--- config.mk ---
export PLATFORM = sky130hd
export DESIGN_NAME = uart_tx_arbiter
export DESIGN_NICKNAME = d
export VERILOG_FILES = /design/src/rtl/uart_tx_arbiter.sv
export SDC_FILE = /design/constraint.sdc
export NUM_CORES = 1
export LEC_CHECK = 0
export ABC_AREA = 0
export CELL_PAD_IN_SITES_DETAIL_PLACEMENT = 0
export CELL_PAD_IN_SITES_GLOBAL_PLACEMENT = 1
export CORE_MARGIN = 8
export CORE_UTILIZATION = 39
export CTS_CLUSTER_SIZE = 12
export DETAILED_ROUTE_END_ITERATION = 8
export DONT_BUFFER_PORTS = 1
export PLACE_DENSITY = 0.77
export RECOVER_POWER = 25
export SYNTH_ARGS = -nofsm -noshare
export SYNTH_HDL_FRONTEND = slang
export SYNTH_SLANG_ARGS = --single-unit
--- constraint.sdc ---
create_clock -name clk -period 1.8 [get_ports clk]
set_clock_uncertainty 0.1 [all_clocks]
set_input_delay 0.27 -clock clk [delete_from_list [all_inputs] [get_ports clk]]
set_output_delay 0.27 -clock clk [all_outputs]
set_load 0.01 [all_outputs]
--- src/rtl/uart_tx_arbiter.sv ---
// Round-robin arbiter sharing one UART transmitter among NUM_REQ byte sources.
// Optional frame lock (define ARB_LOCK_EN) keeps the grant until a byte with req_last set.
module uart_tx_arbiter #(
  parameter int NUM_REQ = 4,
  parameter int DATA_W  = 8,
  localparam int GNT_W  = (NUM_REQ > 1) ? $clog2(NUM_REQ) : 1
) (
  input  logic                        clk,
  input  logic                        rst,
  input  logic [NUM_REQ-1:0]          req_valid,
  input  logic [NUM_REQ*DATA_W-1:0]   req_data,
  input  logic [NUM_REQ-1:0]          req_last,
  output logic [NUM_REQ-1:0]          req_ready,
  output logic                        tx_start,
  output logic [DATA_W-1:0]           tx_data,
  input  logic                        tx_done,
  output logic [GNT_W-1:0]            grant_id,
  output logic                        busy
);

`ifdef ARB_LOCK_EN
  typedef enum logic [1:0] {IDLE, START, WAIT, HOLD} state_t;
`else
  typedef enum logic [1:0] {IDLE, START, WAIT} state_t;
`endif

  state_t              state_q, state_d;
  logic [GNT_W-1:0]    rr_ptr_q, rr_ptr_d;
  logic [GNT_W-1:0]    grant_id_q, grant_id_d;
  logic [DATA_W-1:0]   tx_data_q, tx_data_d;
  logic [NUM_REQ-1:0]  req_ready_q, req_ready_d;
  logic                tx_start_q, tx_start_d;
  logic                busy_q, busy_d;
`ifdef ARB_LOCK_EN
  logic                last_q, last_d;
`else
  logic                unused_last;
  assign unused_last = ^req_last;
`endif

  logic [DATA_W-1:0]   req_byte [NUM_REQ];
  logic                win_found;
  logic [GNT_W-1:0]    win_idx;
  logic [GNT_W-1:0]    cand;
  logic [GNT_W-1:0]    next_ptr;

  function automatic logic [NUM_REQ-1:0] onehot(input logic [GNT_W-1:0] idx);
    onehot      = '0;
    onehot[idx] = 1'b1;
  endfunction

  always_comb begin
    for (int i = 0; i < NUM_REQ; i++) begin
      req_byte[i] = req_data[i*DATA_W +: DATA_W];
    end
  end

  // First valid requester at or after rr_ptr, wrapping modulo NUM_REQ.
  always_comb begin
    win_found = 1'b0;
    win_idx   = '0;
    cand      = '0;
    for (int i = 0; i < NUM_REQ; i++) begin
      cand = GNT_W'((int'(rr_ptr_q) + i) % NUM_REQ);
      if (!win_found && req_valid[cand]) begin
        win_found = 1'b1;
        win_idx   = cand;
      end
    end
  end

  assign next_ptr = GNT_W'((int'(grant_id_q) + 1) % NUM_REQ);

  always_comb begin
    state_d     = state_q;
    rr_ptr_d    = rr_ptr_q;
    grant_id_d  = grant_id_q;
    tx_data_d   = tx_data_q;
    req_ready_d = '0;
    tx_start_d  = 1'b0;
`ifdef ARB_LOCK_EN
    last_d      = last_q;
`endif
    case (state_q)
      IDLE: begin
        if (win_found) begin
          tx_data_d   = req_byte[win_idx];
          grant_id_d  = win_idx;
          req_ready_d = onehot(win_idx);
          tx_start_d  = 1'b1;
          state_d     = START;
`ifdef ARB_LOCK_EN
          last_d      = req_last[win_idx];
`endif
        end
      end
      START: state_d = WAIT;
      WAIT: begin
        if (tx_done) begin
`ifdef ARB_LOCK_EN
          if (!last_q) begin
            state_d = HOLD;
          end else begin
            rr_ptr_d = next_ptr;
            state_d  = IDLE;
          end
`else
          rr_ptr_d = next_ptr;
          state_d  = IDLE;
`endif
        end
      end
`ifdef ARB_LOCK_EN
      // Mid-frame: only the owning requester may continue.
      HOLD: begin
        if (req_valid[grant_id_q]) begin
          tx_data_d   = req_byte[grant_id_q];
          last_d      = req_last[grant_id_q];
          req_ready_d = onehot(grant_id_q);
          tx_start_d  = 1'b1;
          state_d     = START;
        end
      end
`endif
      default: state_d = IDLE;
    endcase
    busy_d = (state_d != IDLE);
  end

  always_ff @(posedge clk) begin
    if (rst) begin
      state_q     <= IDLE;
      rr_ptr_q    <= '0;
      grant_id_q  <= '0;
      tx_data_q   <= '0;
      req_ready_q <= '0;
      tx_start_q  <= 1'b0;
      busy_q      <= 1'b0;
`ifdef ARB_LOCK_EN
      last_q      <= 1'b0;
`endif
    end else begin
      state_q     <= state_d;
      rr_ptr_q    <= rr_ptr_d;
      grant_id_q  <= grant_id_d;
      tx_data_q   <= tx_data_d;
      req_ready_q <= req_ready_d;
      tx_start_q  <= tx_start_d;
      busy_q      <= busy_d;
`ifdef ARB_LOCK_EN
      last_q      <= last_d;
`endif
    end
  end

  assign req_ready = req_ready_q;
  assign tx_start  = tx_start_q;
  assign tx_data   = tx_data_q;
  assign grant_id  = grant_id_q;
  assign busy      = busy_q;

endmodule

# After elaboration in Yosys (flattened, before gate mapping)
# Index checks and enable logic that the tools add are counted.
[word_totals]
regBits = 20
inputBits = 43
output_inout_bits = 16
elab_cells = 61
[classes]
magnitude_cmp = 7
eq_ne = 2
bitwise_logic = 3
n_mux = 25
reduce_logical = 13
add_sub_neg = 4
[op_table]
columns = ["operator", "count"]
rows = [
  ["$bmux W8 S2", 1],
  ["$mux W8", 2],
  ["$lt A2 B3 Y1 const B", 5],
  ["$mux W2", 6],
  ["$mux W1", 10],
  ["$bmux W1 S2", 4],
  ["$pmux W2 S3", 1],
  ["$add A2 B1 Y2 const B", 2],
  ["$add A2 B2 Y2 const B", 2],
  ["$logic_and A1 B1 Y1", 4],
  ["$reduce_and A2 Y1", 2],
  ["$ge A3 B3 Y1 const B", 1],
  ["$logic_not A1 Y1", 3],
  ["$not A2 Y3", 1],
  ["$reduce_or A3 Y1", 1],
  ["$demux W1 S2", 1],
  ["$eq A2 B1 Y1 const B", 1],
  ["$eq A2 B2 Y1 const B", 1],
  ["$ge A2 B1 Y1 const B", 1],
  ["$logic_not A2 Y1", 1],
  ["$not A1 Y1", 2],
  ["$reduce_bool A2 Y1", 1],
  ["$reduce_or A2 Y1", 1],
]

# Depth between registers and ports, before layout
[depth]
ltp_word = 16
ltp_mapped = 7
depth_no_buf = 5

# Least setup slack after synthesis
# Ideal clock, no wire load.
[synth_path]
path_kind = "register to register"
from = "register rr_ptr_q[0]"
to = "register tx_data_q[6], in the netlist tx_data[6]"
path_stages_with_launch = 7
period_less_slack_ps = 1748
setup_ps = 138
path_buffers = 1
path_slack_ps = 52
t_required_ps = 1562
arrival_ps = 1509
cell_sequence = "dfxtp_1 > nor2b_1 > or4b_1 > buf_2 > nand2_4 > mux2i_1 > o211ai_2"
[synth_between]
elab_chain_cells = 16
word_cells_on_any_way = 30
cone_classes = "add/sub (3); mux (19); bitwise (1); reduce/logical (7)"
[synth_lines]
columns = ["item", "line_no", "source"]
rows = [
  ["start, declared", "28", "logic [GNT_W-1:0] rr_ptr_q, rr_ptr_d;"],
  ["start signal, assigned", "144", "rr_ptr_q <= rr_ptr_d;"],
  ["branches (longest 16 deep; another with $add A2 B1 Y2)", "-", ""],
  ["end signal, assigned", "146", "tx_data_q <= tx_data_d;"],
  ["end, declared", "30", "logic [DATA_W-1:0] tx_data_q, tx_data_d;"],
]
# Parallel ways; which one is timed is not known. The select of a mux whose other input is x is not followed.
# A chain may end at the register's enable or synchronous reset.

# Worst setup path in the final report
# Ends and elaborated chain as after synthesis.

==> flow_summary.toml <==
[detailed_routing]
drtIter0Drc = 52
drc = 0
wl_mm = 2.82
vias = 900
first_pass_iters = 4
drt-wirelength-per-cell_um = 17.7
antenna_left = 0
avgViaCountPerCell = 5.66

[cts]
clk_latency_ps = 290
htreeDepth = 1
clk_path_buf_depth = 2
cts_tree = "built"
path_clk_slew_ps = 110
cts_made_buffers = 3
root_buffer = "clkbuf_4"
cts_sinks = 20

[power_and_ir_drop]
leakage_nw = 0.501
pwr_density_cell_mw_per_mm2 = 765
power_w = 0.000946
ir_drop_mv = 0.554

[cells_and_area]
nets = 173
drive_above_1_share_pct = 24.2
n_antenna_cell = 0
final_util_pct = 45.7
final_common_cell = "dfxtp_1"
multiInputGateArea_um2 = 666
fin_cells = 159
fillCellCount = 271
syn_to_final_growth_pct = 13.9
seqCellArea_um2 = 402
fin_area_mm2 = 0.00124
mostFrequentLayoutCells = "19 x dfxtp_1, 11 x nor2_1, 11 x nand2_1"

[floorplan]
dieWidth_um = 68.8
num_rows = 19
die-height_um = 68.8
top_level_ports = 59
dieArea_mm2 = 0.00473
start_util_pct = 40.1
core_area_mm2 = 0.00271

[sta]
hold_viol = 0
rsz0062_at_grt = "yes"
fmax_mhz = 571
maxSlewHeadroom_pct = 66.7
whs_ps = 80.5
setup_viol = 0
min_period_ps = 1750
tightest_slew_ps = 496
fin_crit_sh_pct = 97.3
final_max_slew_viol_count = 0

[synth]
syn-cell-area_mm2 = 0.00109
avgSynthCellArea_um2 = 9.13
synth_cells = 119
ys_seq_elements = 20
synth_nets = 162
yosysSeqAreaShare_pct = 36.9
synth_cell_type_count = 30
ys_warn_count = 0

[placed_design]
place_area_mm2 = 0.00118
hpwl_mm = 2.21
port_buffers = 0
routabilityCongestion = 0.886
post-place-cells = 155

[setup_path]
slowest_stage = "or4_4"
slowest_delay_ps = 590
r2r_start = "rr_ptr_q[0]"
cp-startpoint = "rr_ptr_q[0]"
arrival_ps = 1880
critPathKind = "reg2reg"
crit_fanout = 10
crit_chain = "nor2b_1 > buf_4 > o21ba_2 > or4_4 > a21o_1 > o211ai_2"
crit_path_end = "tx_data[6]"
regToRegEndpoint = "tx_data[6]"
start_kind = "flip-flop"
end_kind = "flip-flop"
reg2reg_depth = 6
regToRegSetupSlack_ps = 50
required_ps = 1930

[global_routing]
grt_usage_pct = 11.3
grt_pass1_wl_mm = 4.06
antenna_found_initial = 0
grt_pass1_vias = 867
grt_overflow_total = 0
grt_max_degree = 19

[job]
cap_violations = 0

[status]
status = "finished, final reports clean"

[worst_hold_path]
hold_class = "in2reg"
## timing repair
item,4_1_cts,5_1_grt
setup buffers,0,0
hold buffers,1,0
gates resized for setup,1,5
endpoints found under the hold margin,8,0
setup endpoints to repair,8,8
## kinds of logic after synthesis
kind of cell	count (synthesis)	share of synthesized area [%]
buf+inv	7	3.57
mux	8	7.37
simple gates	46	22.2
flops	20	36.9
xor+xnor	1	0.807
compound gates	37	29.1
## flip-flops by register name (all words and copies together) (netlist names)
name,flops
tx_start,1
tx_data,8
rr_ptr_q,2
req_ready,4
state_q,2
busy,1
grant_id,2
## per-layer routing
| layer | GRT usage (%) | part of all wire [%] | vias to the layer above | wire, um |
|---|---|---|---|---|
| met1 | 11.6 | 37 | 413 | 1060 |
| met2 | 20.1 | 52 | 31 | 1470 |
| met3 | 5.01 | 9.0 | 4 | 255 |
| met4 | 3.51 | 1.2 | 0 | 34 |
| met5 | 0 | 0 | - | 0 |
| li1 | - | - | 452 | - |
## worst min path at each step
stage	slack [ps]	endpoint	depth (start not counted)	start
after global placement	240	grant_id[0]	1	rst
after floorplan	370	tx_data[0]	2	req_data[16]
after CTS	70	tx_data[7]	2	req_data[23]
after detailed placement	250	state_q[1]	1	rst
final	80	tx_data[3]	2	req_data[19]
after global routing	70	tx_data[7]	2	req_data[23]
## metrics by stage
stage | setup WS, ps | TNS (ps)
finish | 47.9 | 0
global placement | -12.7 | -23.9
global route | -12.9 | -12.9
CTS | 2.46 | 0
detailed placement | -33.0 | -197
floorplan | 52.0 | 0
## synth_stat cells, drive strengths merged
library cell	number	area share, %
a21bo	8	7.4
mux2i	8	7.4
a211oi	1	0.69
nand3b	1	0.69
o211ai	8	9.2
or4	2	1.7
nor2b	3	1.7
nand3	8	3.7
inv	1	0.35
xnor2	1	0.81
o21ba	1	0.92
and2b	1	0.69
dfxtp	20	37
or3	1	1.0
clkbuf	1	0.35
nand2	12	4.8
buf	5	2.9
nor3	3	1.4
o21ai	2	0.92
a21oi	8	3.7
or4b	1	0.92
o2111ai	1	0.81
a21o	8	5.5
nor4	3	1.7
nor2	11	3.8
## report_power, final
part	total, W	internal [W]	switching, W
clock	0.000197	0.0000776	0.000119
combinational	0.000214	0.000107	0.000107
sequential	0.000535	0.000487	0.0000486
## area by class of cell
type / count / share of cell area, %
clock buffers: 3 / 1.82
inverters: 1 / 0.303
multi-input cells: 92 / 53.8
flip-flops and latches: 20 / 32.5
well taps: 31 / 3.13
repair buffers: 12 / 8.49
## worst max-delay path, delay by kind of cell (launching register included)
family / cells / cell delay, ps
buf+inv: 1 / 130
flops: 1 / 350
compound gates: 3 / 470
simple gates: 2 / 650
Power figures use the tool's default switching activity.
